<file path="config.mk">
export PLATFORM = sky130hd
export DESIGN_NAME = pulse_stretch
export DESIGN_NICKNAME = d
export VERILOG_FILES = /design/src/rtl/pulse_stretch.sv
export SDC_FILE = /design/constraint.sdc
export NUM_CORES = 1
export LEC_CHECK = 0
export CAP_MARGIN = 20
export CORE_MARGIN = 8
export CORE_UTILIZATION = 59
export CTS_CLUSTER_SIZE = 25
export DETAILED_ROUTE_END_ITERATION = 12
export GPL_TIMING_DRIVEN = 0
export PLACE_DENSITY = 0.82
export SYNTH_ARGS = -nofsm -noshare
export SYNTH_HDL_FRONTEND = slang
export SYNTH_SLANG_ARGS = --single-unit
</file>
<file path="constraint.sdc">
create_clock -name c -period 6 [get_ports c]
set_input_delay 1.2 -clock c [delete_from_list [all_inputs] [get_ports c]]
set_output_delay 1.2 -clock c [all_outputs]
set_load 0.02 [all_outputs]
</file>
<file path="src/rtl/pulse_stretch.sv">
// Stretches single-cycle requests into HIGH_CYCLES-wide pulses separated by at least LOW_CYCLES low.
// Optional request queue enabled by defining PULSE_STRETCH_QUEUE_EN; otherwise overlapping requests are dropped.
module pulse_stretch #(
  parameter int HIGH_CYCLES = 4,
  parameter int LOW_CYCLES  = 4,
  parameter int PEND_W      = 4
) (
  input  logic              c,
  input  logic              rst_n,
  input  logic              i,
  input  logic              clr,
  output logic              o,
  output logic              busy,
  output logic              dropped,
  output logic [PEND_W-1:0] pend
);

  typedef enum logic [1:0] {IDLE, HIGH, GAP} state_t;

  localparam logic [15:0] HIGH_LOAD = 16'(HIGH_CYCLES - 1);
  localparam logic [15:0] LOW_LOAD  = 16'(LOW_CYCLES - 1);

  state_t      state, state_nxt;
  logic [15:0] cnt, cnt_nxt;
  logic        start_ok;
  logic        have_pend;
  logic        loss;

`ifdef PULSE_STRETCH_QUEUE_EN
  localparam logic [PEND_W-1:0] PEND_ONE = PEND_W'(1);
  localparam logic [PEND_W-1:0] PEND_MAX = '1;

  logic [PEND_W-1:0] pend_q, pend_nxt;

  assign pend      = pend_q;
  assign have_pend = (pend_q != '0);
`else
  assign pend      = '0;
  assign have_pend = 1'b0;
`endif

  // A new pulse may begin from IDLE or on the last cycle of the gap.
  assign start_ok = (state == IDLE) || ((state == GAP) && (cnt == 16'd0));

  always_comb begin
    state_nxt = state;
    cnt_nxt   = cnt;
    loss      = 1'b0;
`ifdef PULSE_STRETCH_QUEUE_EN
    pend_nxt  = pend_q;
`endif

    case (state)
      HIGH: begin
        if (cnt == 16'd0) begin
          state_nxt = GAP;
          cnt_nxt   = LOW_LOAD;
        end else begin
          cnt_nxt = cnt - 16'd1;
        end
      end
      GAP: begin
        if (cnt != 16'd0) cnt_nxt = cnt - 16'd1;
      end
      default: ;
    endcase

    if (start_ok) begin
      if (i || have_pend) begin
        state_nxt = HIGH;
        cnt_nxt   = HIGH_LOAD;
      end else begin
        state_nxt = IDLE;
        cnt_nxt   = 16'd0;
      end
`ifdef PULSE_STRETCH_QUEUE_EN
      // Queued request goes first; a simultaneous i takes its place in the queue.
      if (have_pend && !i) pend_nxt = pend_q - PEND_ONE;
`endif
    end else if (i) begin
`ifdef PULSE_STRETCH_QUEUE_EN
      if (pend_q == PEND_MAX) loss = 1'b1;
      else                    pend_nxt = pend_q + PEND_ONE;
`else
      loss = 1'b1;
`endif
    end
  end

  always_ff @(posedge c or negedge rst_n) begin
    if (!rst_n) begin
      state   <= IDLE;
      cnt     <= 16'd0;
      o       <= 1'b0;
      busy    <= 1'b0;
      dropped <= 1'b0;
    end else begin
      state   <= state_nxt;
      cnt     <= cnt_nxt;
      o       <= (state_nxt == HIGH);
      busy    <= (state_nxt != IDLE);
      dropped <= loss | (dropped & ~clr);
    end
  end

`ifdef PULSE_STRETCH_QUEUE_EN
  always_ff @(posedge c or negedge rst_n) begin
    if (!rst_n) pend_q <= '0;
    else        pend_q <= pend_nxt;
  end
`endif

endmodule

</file>
== After elaboration in Yosys (flattened, before gate mapping) ==
Index checks and enable logic that the tools add are counted.

* Register bits: 21
* Input port bits: 4
* Word-level logic and storage cells: 32

* Add/sub/neg operators: 1
* Eq/ne operators: 4
* Muxes and demuxes: 11
* Bitwise logic cells: 3
* Reductions and logical operators: 8

{| class="wikitable"
|+ Operators with widths
! kind !! number
|-
| $mux 16 || 3
|-
| $pmux 16 s2 || 1
|-
| $logic_not 16->1 || 1
|-
| $reduce_bool 16->1 || 1
|-
| $sub 16x1->16 const B || 1
|-
| $mux 2 || 4
|-
| $eq 2x1->1 const B || 2
|-
| $mux 1 || 3
|-
| $ne 3x2->1 const B || 1
|-
| $reduce_bool 3->1 || 1
|-
| $eq 2x2->1 const B || 1
|-
| $logic_not 2->1 || 1
|-
| $reduce_and 2->1 || 1
|-
| $reduce_bool 2->1 || 1
|-
| $and 1x1->1 || 1
|-
| $logic_and 1x1->1 || 1
|-
| $logic_or 1x1->1 || 1
|-
| $not 1->1 || 1
|-
| $or 1x1->1 || 1
|}

== Longest topological paths before layout ==
* Depth after elaboration: 5
* Mapped depth: 7
* Depth with buffers taken out: 6

== Worst setup path after synthesis ==
Ideal clock, no wire load.

* Path kind: reg2reg
* Start: register cnt[0]
* End: register cnt[11]
* Setup time: 0.119 ns
* Data arrival time: 1.906 ns
* Path slack: 3.975 ns
* Stages on the path, launching flop included: 8
* Buffers on the path: 1
* Clock period less this slack: 2.025 ns
* Cells stage by stage: dfrtp_1 -> inv_1 -> ha_1 -> or4b_1 -> nor4_4 -> maj3_1 -> buf_4 -> nor2_1

* Word-level cells in the longest chain between the ends: 5
* Elaborated cells on any way between the ends: 12
* Those cells by class: add/sub (1); eq/ne (1); mux (4); reduce/logical (6)

{| class="wikitable"
|+ Ends and longest elaborated chain
! item !! line !! RTL
|-
| start, declared || 24 || <nowiki>logic [15:0] cnt, cnt_nxt;</nowiki>
|-
| start signal, assigned || 99 || <nowiki>cnt <= cnt_nxt;</nowiki>
|-
| parallel branches: the longest is 5 deep, another holds $sub 16x1->16 || n/a ||
|}

Parallel ways; which one is timed is not known. The select of a mux whose other input is x is not followed.
A chain may end at the register's enable or synchronous reset.

== Worst setup path in the final report ==
* Start: register dropped
* End: output dropped

{| class="wikitable"
|+ RTL lines
! item !! line !! RTL
|-
| start, declared || 14 || <nowiki>output logic dropped,</nowiki>
|-
| start signal, assigned || 102 || <nowiki>dropped <= loss | (dropped & ~clr);</nowiki>
|}

No word-level cell between the ends.

==> summary.txt <==
Timing
  – Slew headroom: 38.9%
  – Share of the clock period used by the worst path: 41.6%
  – Minimum clock period after layout: 2.50 ns
  – Number of failing hold endpoints at the final stage: 0
  – Worst-margin pin slew: 0.913 ns
  – Max Freq: 0.400 GHz
  – Setup-failing EPs final: 0
  – Number of slew-limit violations in the final report: 0
  – Clock tree skew after final layout: 0.0113 ns
  – Setup Total Neg Slack: 0 ns
  – RSZ-0062 raised after global routing: no
  – Worst Hold Margin: 0.534 ns

Route
  – Number of search-and-repair iterations in the first detailed-routing pass: 4
  – ANT nets after route: 0
  – Starting DRC count in detailed routing: 26
  – Wire length per cell after detailed routing: 13.4 um
  – Vias: 877
  – Routed WL: 2.12 mm
  – Vias per inst: 5.55
  – Post-detailed-route DRC marker count: 0

Clock network
  – Resize count post-CTS: 0
  – Cts-stage hold buffer count: 0
  – CTS Root Cell: clkbuf_4
  – Maximum level of the CTS H-tree: 1
  – Clock-pin slew of the registers on the worst-case setup and hold paths: 0.12 ns
  – Clock Sink Count: 21
  – Number of buffers inserted during clock tree synthesis: 3
  – TritonCTS clock tree: done
  – Clock Latency Late Sink: 0.31 ns
  – Worst-case clock buffer depth: 2
  – Number of post-CTS setup repair buffers: 0

Synth
  – Fraction of synthesized cell area taken by the top area cell type: 45.6%
  – Count of flip-flops with a built-in enable after synthesis: 0
  – Avg Cell Area, Syn: 9.78 um^2
  – Largest area contributor in the synthesized netlist: dfrtp_1
  – Cell Area, Synth: 1150 um^2
  – Synth unique cells: 38
  – Number of warnings issued by yosys: 0
  – Async S/R FF share, synth: 100%
  – Cells after Synth: 118
  – Top flip-flop cell by instance count after synthesis: dfrtp_1
  – Fraction of the yosys area taken by sequential cells: 45.6%
  – Flops & latches, synth: 21
  – Largest cells by area after synthesis: dfrtp_1 (46%), nor2_1 (4.6%), xor2_1 (4.6%)

Cells and area
  – Post-layout util: 67.6%
  – Most common cell after layout, fill and taps aside: dfrtp_1
  – Final non-filler cell total: 158
  – Sequential standard cell area: 526 um^2
  – Fillers: 166
  – # diodes: 0
  – Top library cells by usage in the layout, fill and taps aside: dfrtp_1 (21), nor2_1 (14), nand2_1 (10), a21oi_1 (7)
  – Design Area, Final: 1290 um^2
  – Area taken by multi-input logic gates: 566 um^2
  – Final net count: 137
  – Ratio of cells with drive above 1 in the final layout: 15.3%
  – Synthesis-to-finish area growth: 11.5%

Critical path
  – Crit path arrival time: 1.30 ns
  – Slowest Stage Delay on Critical Path: 0.61 ns
  – Register-to-register setup slack: 3.64 ns
  – Highest fanout seen on the critical path: 2
  – Kind of launch point of the worst setup path: flip-flop
  – Origin of the worst setup path: dropped
  – Sequence of cells on the critical path: clkdlybuf4s50_1
  – Critical path capture point: dropped
  – Number of cells on the worst reg-to-reg path: 7
  – Required time of the critical path: 4.80 ns
  – Destination of the worst register-to-register timing path: cnt[9]
  – Worst path depth: 1
  – Critical register-to-register path startpoint: cnt[0]
  – Category of the critical setup timing path: flip-flop to primary output
  – Slowest stage cell on the critical path: clkdlybuf4s50_1
  – Setup crit end kind: primary output
  – Count of buffer and inverter cells on the critical path: 1
  – Top cell family by delay on the critical path: buffers and inverters

Global routing
  – Met2 track demand over resource in global routing: 21.6%
  – Overflow left after global routing: 0
  – First-pass GRT wire length: 3.97 mm
  – GRT met3 Usage: 3.66%
  – Number of antenna violations at the first check in global routing: 0
  – GR met1 Demand/Resource: 17.6%
  – GRT Overall Usage: 13.9%
  – Via count of the first global-routing pass: 902
  – Busiest metal layer after global routing: met2
  – Pin count of the biggest net entering global routing: 22

Die
  – Die ar.: 3630 um^2
  – Rows: 16
  – I/O pin count: 11
  – Floorplan Core Area: 1900 um^2
  – Initial core utilization: 60.7%
  – X dimension of the die: 60.2 um
  – Die height: 60.2 um

Pwr
  – Portion of total power attributed to the clock network: 11.7%
  – Lkg Pwr: 0.000551 uW
  – Combinational cell fraction of total power: 46.1%
  – Power density of the placed cells: 460 nW/um^2
  – Fraction of power spent switching nets: 42.4%
  – Proportion of power drawn by flip-flops and latches: 42.2%
  – Sw power: 250 uW
  – Cell internal pwr: 341 uW
  – VDD IR max: 0.282 mV

Run status
  – Outcome: completed

Place
  – DP HPWL: 1.58 mm
  – Quantity of I/O buffers inserted on ports: 6
  – Cell Area, Placed: 1260 um^2
  – Number of placed instances, taps included: 154
  – Global placer's final weighted congestion: 0.894

Job
  – # Max-Cap Violations: 0

Worst hold path
  – Path type of the worst min-delay path: flip-flop to flip-flop
-- power by group through the flow --
stage / clock network, uW / logic (uW) / registers, uW
after floorplan: 0 / 217 / 244
after global placement: 0 / 263 / 248
after detailed placement: 0 / 272 / 252
after CTS: 72.6 / 273 / 249
after global routing: 76.9 / 307 / 260
final: 69.1 / 273 / 250
-- per-stage QoR --
| stage | setup WS [ns] | power, uW |
|---|---|---|
| 3_5_place_dp | 3.61 | 524 |
| 2_1_floorplan | 3.98 | 462 |
| 6_report | 3.50 | 591 |
| 4_1_cts | 3.49 | 595 |
| 3_3_place_gp | 3.63 | 511 |
| 5_1_grt | 3.45 | 644 |
-- synthesized netlist by cell type (all sizes together) (3+ instances only) --
| master | n |
|---|---|
| nand2 | 10 |
| nor4 | 4 |
| buf | 7 |
| nor2 | 14 |
| or4 | 3 |
| a21oi | 8 |
| xor2 | 6 |
| o31ai | 3 |
| dfrtp | 21 |
| inv | 5 |
| xnor2 | 3 |
| nand3 | 5 |
| or3 | 7 |
-- final cells by class --
class | instances | share of cell area (%)
well taps | 27 | 2.63
inverters | 5 | 1.46
multi-input cells | 86 | 44.0
plain buffers | 9 | 4.28
clock buffers | 3 | 1.75
flip-flops and latches | 21 | 40.9
clock inverters | 1 | 0.389
repair buffers | 6 | 4.67
-- registers in the layout, indices dropped and copies added, names as in the netlist --
register	count
o	1
state	2
busy	1
cnt	16
dropped	1
-- per-layer routing --
metal	vias to the layer above	share of wire, %
met5	-	0
met4	0	1.2
li1	433	-
met1	420	47
met3	5	5.1
met2	19	46
-- cells by family (layout without fill, tap and decap cells) --
group / Yosys count / in the layout / share of synthesized area (%)
other: 1 / 4 / 0.325
adders and majority gates: 2 / 2 / 1.95
and+or+nand+nor: 51 / 51 / 25.3
xor gates and xnor gates: 9 / 9 / 6.83
DFF: 21 / 21 / 45.6
AOI/OAI and AO/OA: 20 / 20 / 13.7
buffers and inverters: 14 / 24 / 6.40
-- how the worst min path moves through the flow --
stage | from | endpoint | cells past startpoint
final | dropped | dropped | 1
after global routing | dropped | dropped | 1
after CTS | dropped | dropped | 1
after detailed placement | dropped | dropped | 1
after global placement | dropped | dropped | 1
after floorplan | cnt[11] | cnt[11] | 2
No activity file was read; power rests on OpenSTA's default activity.
